<file path="config.mk">
export PLATFORM = sky130hd
export DESIGN_NAME = joystick_serial_reader
export DESIGN_NICKNAME = d
export VERILOG_FILES = /design/src/rtl/joystick_pkg.sv /design/src/rtl/joystick_serial_reader.sv
export SDC_FILE = /design/constraint.sdc
export NUM_CORES = 1
export LEC_CHECK = 0
export BUFFER_PORTS_ARGS = -buffer_cell sky130_fd_sc_hd__buf_2
export CAP_MARGIN = 20
export CORE_MARGIN = 4
export CORE_UTILIZATION = 59
export CTS_CLUSTER_DIAMETER = 50
export DETAILED_ROUTE_END_ITERATION = 8
export GPL_TIMING_DRIVEN = 1
export PLACE_DENSITY = 0.79
export SLEW_MARGIN = 20
export SYNTH_ARGS = -nofsm -noshare
export SYNTH_HDL_FRONTEND = slang
export SYNTH_SLANG_ARGS = --single-unit
</file>
<file path="constraint.sdc">
create_clock -name clock -period 2.35 [get_ports clock]
set_input_delay 0 -clock clock [delete_from_list [all_inputs] [get_ports clock]]
set_output_delay 0 -clock clock [all_outputs]
set_load 0.005 [all_outputs]
</file>
<file path="src/rtl/joystick_pkg.sv">
// joystick_pkg: shared state encoding, joystick bit map and frame reordering for the serial reader.
package joystick_pkg;
  typedef enum logic [2:0] {IDLE, LOAD, SHIFT_LO, SHIFT_HI, DONE} state_t;
  localparam int JOY_UP    = 0;
  localparam int JOY_DOWN  = 1;
  localparam int JOY_LEFT  = 2;
  localparam int JOY_RIGHT = 3;
  localparam int JOY_FIRE1 = 4;
  localparam int JOY_FIRE2 = 5;
  localparam int SCAN_BITS = 16;
  // Sample k lands in joy1[7-k] for k<8 and joy2[15-k] otherwise; result is {joy2, joy1}.
  function automatic logic [SCAN_BITS-1:0] order_frame(input logic [SCAN_BITS-1:0] s);
    logic [SCAN_BITS-1:0] f;
    f = '0;
    for (int k = 0; k < 8; k++) begin
      f[7-k]  = s[k];
      f[15-k] = s[k+8];
    end
    return f;
  endfunction
endpackage

</file>
<file path="src/rtl/joystick_serial_reader.sv">
// joystick_serial_reader: scans a 74HC165-style chain into two debounced active-high joystick words.
module joystick_serial_reader
  import joystick_pkg::*;
#(
  parameter int LOAD_TICKS = 2,
  parameter int HALF_TICKS = 2,
  parameter int GAP_TICKS  = 189
) (
  input  logic       clock,
  input  logic       reset,
  input  logic       ce,
  input  logic       joyD,
  output logic       joyCk,
  output logic       joyLd,
  output logic [7:0] joy1,
  output logic [7:0] joy2,
  output logic       strobe
);
  localparam int MAXT = (GAP_TICKS > LOAD_TICKS)
                        ? ((GAP_TICKS > HALF_TICKS) ? GAP_TICKS : HALF_TICKS)
                        : ((LOAD_TICKS > HALF_TICKS) ? LOAD_TICKS : HALF_TICKS);
  localparam int TW = $clog2(MAXT + 1);
  state_t                 r_state;
  logic [TW-1:0]          r_tick;
  logic [3:0]             r_bit;
  logic [SCAN_BITS-1:0]   r_sr;
  logic [SCAN_BITS-1:0]   r_prev;
  logic [7:0]             r_joy1;
  logic [7:0]             r_joy2;
  logic                   r_strobe;
  logic [TW-1:0]          w_lim;
  logic                   w_last;
  logic [SCAN_BITS-1:0]   w_frame;
  always_comb begin
    w_lim   = r_state == IDLE ? TW'(GAP_TICKS - 1)
            : r_state == LOAD ? TW'(LOAD_TICKS - 1)
            : r_state == DONE ? '0
            : TW'(HALF_TICKS - 1);
    w_last  = r_tick == w_lim;
    w_frame = order_frame(r_sr);
  end
  always_ff @(posedge clock) begin
    if (reset) begin
      r_state  <= IDLE;
      r_tick   <= '0;
      r_bit    <= '0;
      r_sr     <= '0;
      r_prev   <= '0;
      r_joy1   <= '0;
      r_joy2   <= '0;
      r_strobe <= 1'b0;
    end else begin
      r_strobe <= 1'b0;
      if (ce) begin
        r_tick <= w_last ? '0 : r_tick + TW'(1);
        case (r_state)
          IDLE: if (w_last) r_state <= LOAD;
          LOAD: begin
            r_bit <= '0;
            if (w_last) r_state <= SHIFT_LO;
          end
          SHIFT_LO: if (w_last) begin
            r_sr[r_bit] <= ~joyD;
            r_state     <= SHIFT_HI;
          end
          SHIFT_HI: if (w_last) begin
            r_state <= (r_bit == 4'(SCAN_BITS - 1)) ? DONE : SHIFT_LO;
            if (r_bit != 4'(SCAN_BITS - 1)) r_bit <= r_bit + 4'd1;
          end
          DONE: begin
            // Publish only when two consecutive scans agree.
            if (w_frame == r_prev) {r_joy2, r_joy1} <= w_frame;
            r_prev   <= w_frame;
            r_strobe <= 1'b1;
            r_state  <= IDLE;
          end
          default: r_state <= IDLE;
        endcase
      end
    end
  end
  assign joyLd  = r_state != LOAD;
  assign joyCk  = r_state == SHIFT_HI;
  assign joy1   = r_joy1;
  assign joy2   = r_joy2;
  assign strobe = r_strobe;
endmodule
</file>
==> flow_summary.json <==
{
  "synth.most_common_cell": "dfxtp_1",
  "n_fill_cell": 385,
  "rsz0062_at_grt": "no",
  "cpMaxStageDelayCell": "a21oi_1",
  "grt_usage_pct": 22.00,
  "yosys_warnings": 0,
  "cp_cell_sequence": "ha_1 -> and3_1 -> a21oi_1 -> nand4_2 -> or3_1 -> a21oi_1",
  "drtAntennaViolNets": 0,
  "antenna_found_initial": 0,
  "ys_seq_area_share_pct": 44.25,
  "p_int_w": 0.001625,
  "skew_ns": 0.01291,
  "clock_sinks": 64,
  "netlist.area_leader.share_pct": 44.25,
  "numPortBuffers": 22,
  "die_y_um": 78.05,
  "critPathTopFamily": "simple AND/OR/NAND/NOR gates",
  "path_clk_slew_ns": 0.07,
  "clk_latency_ns": 0.35,
  "drt-pass1-iter-count": 4,
  "cp.required_ns": 2.63,
  "p_clk_share_pct": 46.1,
  "drtIter0Drc": 160,
  "peakVddDrop_v": 0.0004210,
  "r2r_slack_ns": 0.33,
  "slowest_delay_ns": 0.38,
  "crit_path_start_kind": "flop",
  "yosys-top-cells-count": "64 x dfxtp_1, 55 x nand2_1, 35 x a21oi_1, 23 x nand3_1, 19 x nor2_1",
  "status": "complete, no violations",
  "synth_area_leaders": "dfxtp_1 44%, nand2_1 7.1%, mux2i_1 6.2%",
  "clock_path_buffers": 2,
  "arrival_ns": 2.30,
  "period_share_pct": 85.87,
  "antenna_cells": 0,
  "htreeDepth": 3,
  "cp-end-kind": "flop",
  "synth.cell_area_mm2": 0.002895,
  "power-per-cell-area_mw_per_mm2": 653.3,
  "die_w_um": 78.05,
  "max_slew_margin_pct": 52.02,
  "ys_ff_latch": 64,
  "rows": 25,
  "synth_cells": 339,
  "tritoncts": "yes",
  "switchingPower_w": 0.0004948,
  "swShare_pct": 23.35,
  "grt_pass1_wl_um": 10540,
  "pre_cts_ws_ns": 0.3659,
  "grt_overflow_total": 0,
  "combPwrFrac_pct": 2.3,
  "max_freq_ghz": 0.4956,
  "fin_ws_ns": 0.3321,
  "numCtsBuffers": 9,
  "synth_edf_count": 0,
  "wl_per_cell_um": 14.05,
  "num_vias": 2429,
  "area_growth_pct": 12.06,
  "hold_class": "primary input to flop",
  "syn_nets": 348,
  "setup_viol": 0,
  "crit_buf_inv": 0,
  "grt_max_degree": 39,
  "cts_setup_buffers": 0,
  "die_area_mm2": 0.006092,
  "finalCriticalPeriod_ns": 2.018,
  "fin_util_pct": 68.69,
  "cpMostUsedCell": "a21oi_1",
  "num_io_pins": 23,
  "syn_area_per_cell_um2": 8.541,
  "ctsResizeCount": 0,
  "p_leak_nw": 1.370,
  "nNetsFinal": 367,
  "synth_area_leader_cell": "dfxtp_1",
  "final_max_slew_viol_count": 0,
  "max_slew.worst_pin.slew_ns": 0.7178,
  "seqPwrFrac_pct": 51.6,
  "synth_cell_types": 38,
  "drcViolationCount": 0,
  "routed_via_density": 5.649,
  "hold_viol": 0,
  "tns_ns": 0,
  "cap_violations": 0,
  "place_hpwl_um": 4100,
  "path_max_fanout": 6,
  "whs_ns": 0.02043,
  "clockRootBuffer": "clkbuf_8",
  "ys_async_sr_fraction_pct": 0,
  "path_class": "flop to flop",
  "gp_congestion": 0.8629,
  "synthFlopType": "dfxtp_1",
  "cts_hold_buffers": 0,
  "routed_wl_um": 6043,
  "initial_core_util_pct": 61.30,
  "core-area_mm2": 0.004723,
  "drive_gt1_share_pct": 14.60,
  "grt_pass1_vias": 2325
}
==> power groups by stage <==
stage	Sequential, W	Clock (W)	Combinational (W)
floorplan	0.00112	0	0.0000380
detailed placement	0.00112	0	0.0000489
global placement	0.00112	0	0.0000482
global route	0.00109	0.00105	0.0000536
finish	0.00109	0.000977	0.0000488
CTS	0.00109	0.000988	0.0000491
==> per-layer routing <==
metal  track usage (%)  wire length, µm
met1             27.03             2799
met2             35.70             2881
met3             4.587              199
met4             12.76              163
met5                 0                0
==> cells in the final DEF, fill, tap and decap left out, types with 2 or more instances in the layout <==
| cell type | count |
|---|---|
| clkbuf_8 | 10 |
| nand4_1 | 18 |
| a311oi_1 | 2 |
| nor2_1 | 19 |
| nor2b_1 | 2 |
| o21ai_0 | 17 |
| clkinvlp_4 | 2 |
| ha_1 | 5 |
| nor4_1 | 4 |
| xnor2_1 | 6 |
| nor3_1 | 4 |
| nand3_1 | 23 |
| and3_1 | 2 |
| dfxtp_1 | 64 |
| nand2_1 | 55 |
| inv_1 | 7 |
| a21oi_1 | 35 |
| a211oi_1 | 2 |
| buf_4 | 7 |
| buf_2 | 22 |
| mux2i_1 | 18 |
| xor2_1 | 18 |
==> area by class of cell <==
type / instances / area (µm²) / share of cell area [%]
Multi-Input combinational cell: 246 / 1481 / 45.66
Sequential cell: 64 / 1281 / 39.49
Inverter: 8 / 30.03 / 0.9256
Tap cell: 67 / 83.83 / 2.584
Clock buffer: 10 / 137.6 / 4.242
Timing Repair Buffer: 29 / 162.7 / 5.014
Clock inverter: 6 / 67.56 / 2.083
==> kinds of logic after synthesis <==
logic type / count (synthesis) / share of synthesized area [%]
multiplexers: 18 / 6.223
AND/OR/NAND/NOR: 138 / 23.29
flip-flops: 64 / 44.25
AO/OA/AOI/OAI: 61 / 12.01
adder cells (fa/ha/maj): 5 / 2.161
XOR/XNOR: 24 / 7.260
buffers and inverters: 29 / 4.797
==> worst register-to-register path: cells and delay by family, from the launching register on <==
| family | cells | cell delay (ns) |
|---|---|---|
| adders and majority gates | 1 | 0.28 |
| and+or+nand+nor | 3 | 0.82 |
| DFF | 1 | 0.34 |
| AOI/OAI and AO/OA | 2 | 0.52 |
==> worst paths after layout <==
check	startpoint	to	depth (start not counted)
worst min register to register	r_prev[14]	r_prev[14]	2
worst max register to register	r_bit[0]	r_bit[3]	6
worst max-delay path	r_bit[0]	r_bit[3]	6
worst min-delay path	ce	r_state[2]	2
==> state kept, by name (all words and copies together), names as in the netlist <==
name,flops
joy1,8
r_prev,16
joy2,8
r_sr,16
r_state,3
r_bit,4
strobe,1
r_tick,8
==> through the flow <==
stage                     area, µm²  std cells  power (W)
final                          3244        430   0.002119
after global routing           3244        430   0.002196
after CTS                      3244        430   0.002131
after detailed placement       3039        414   0.001168
after global placement         3039        414   0.001167
after floorplan                2895        339   0.001155
Note: power is estimated with default switching activity, not from simulation.
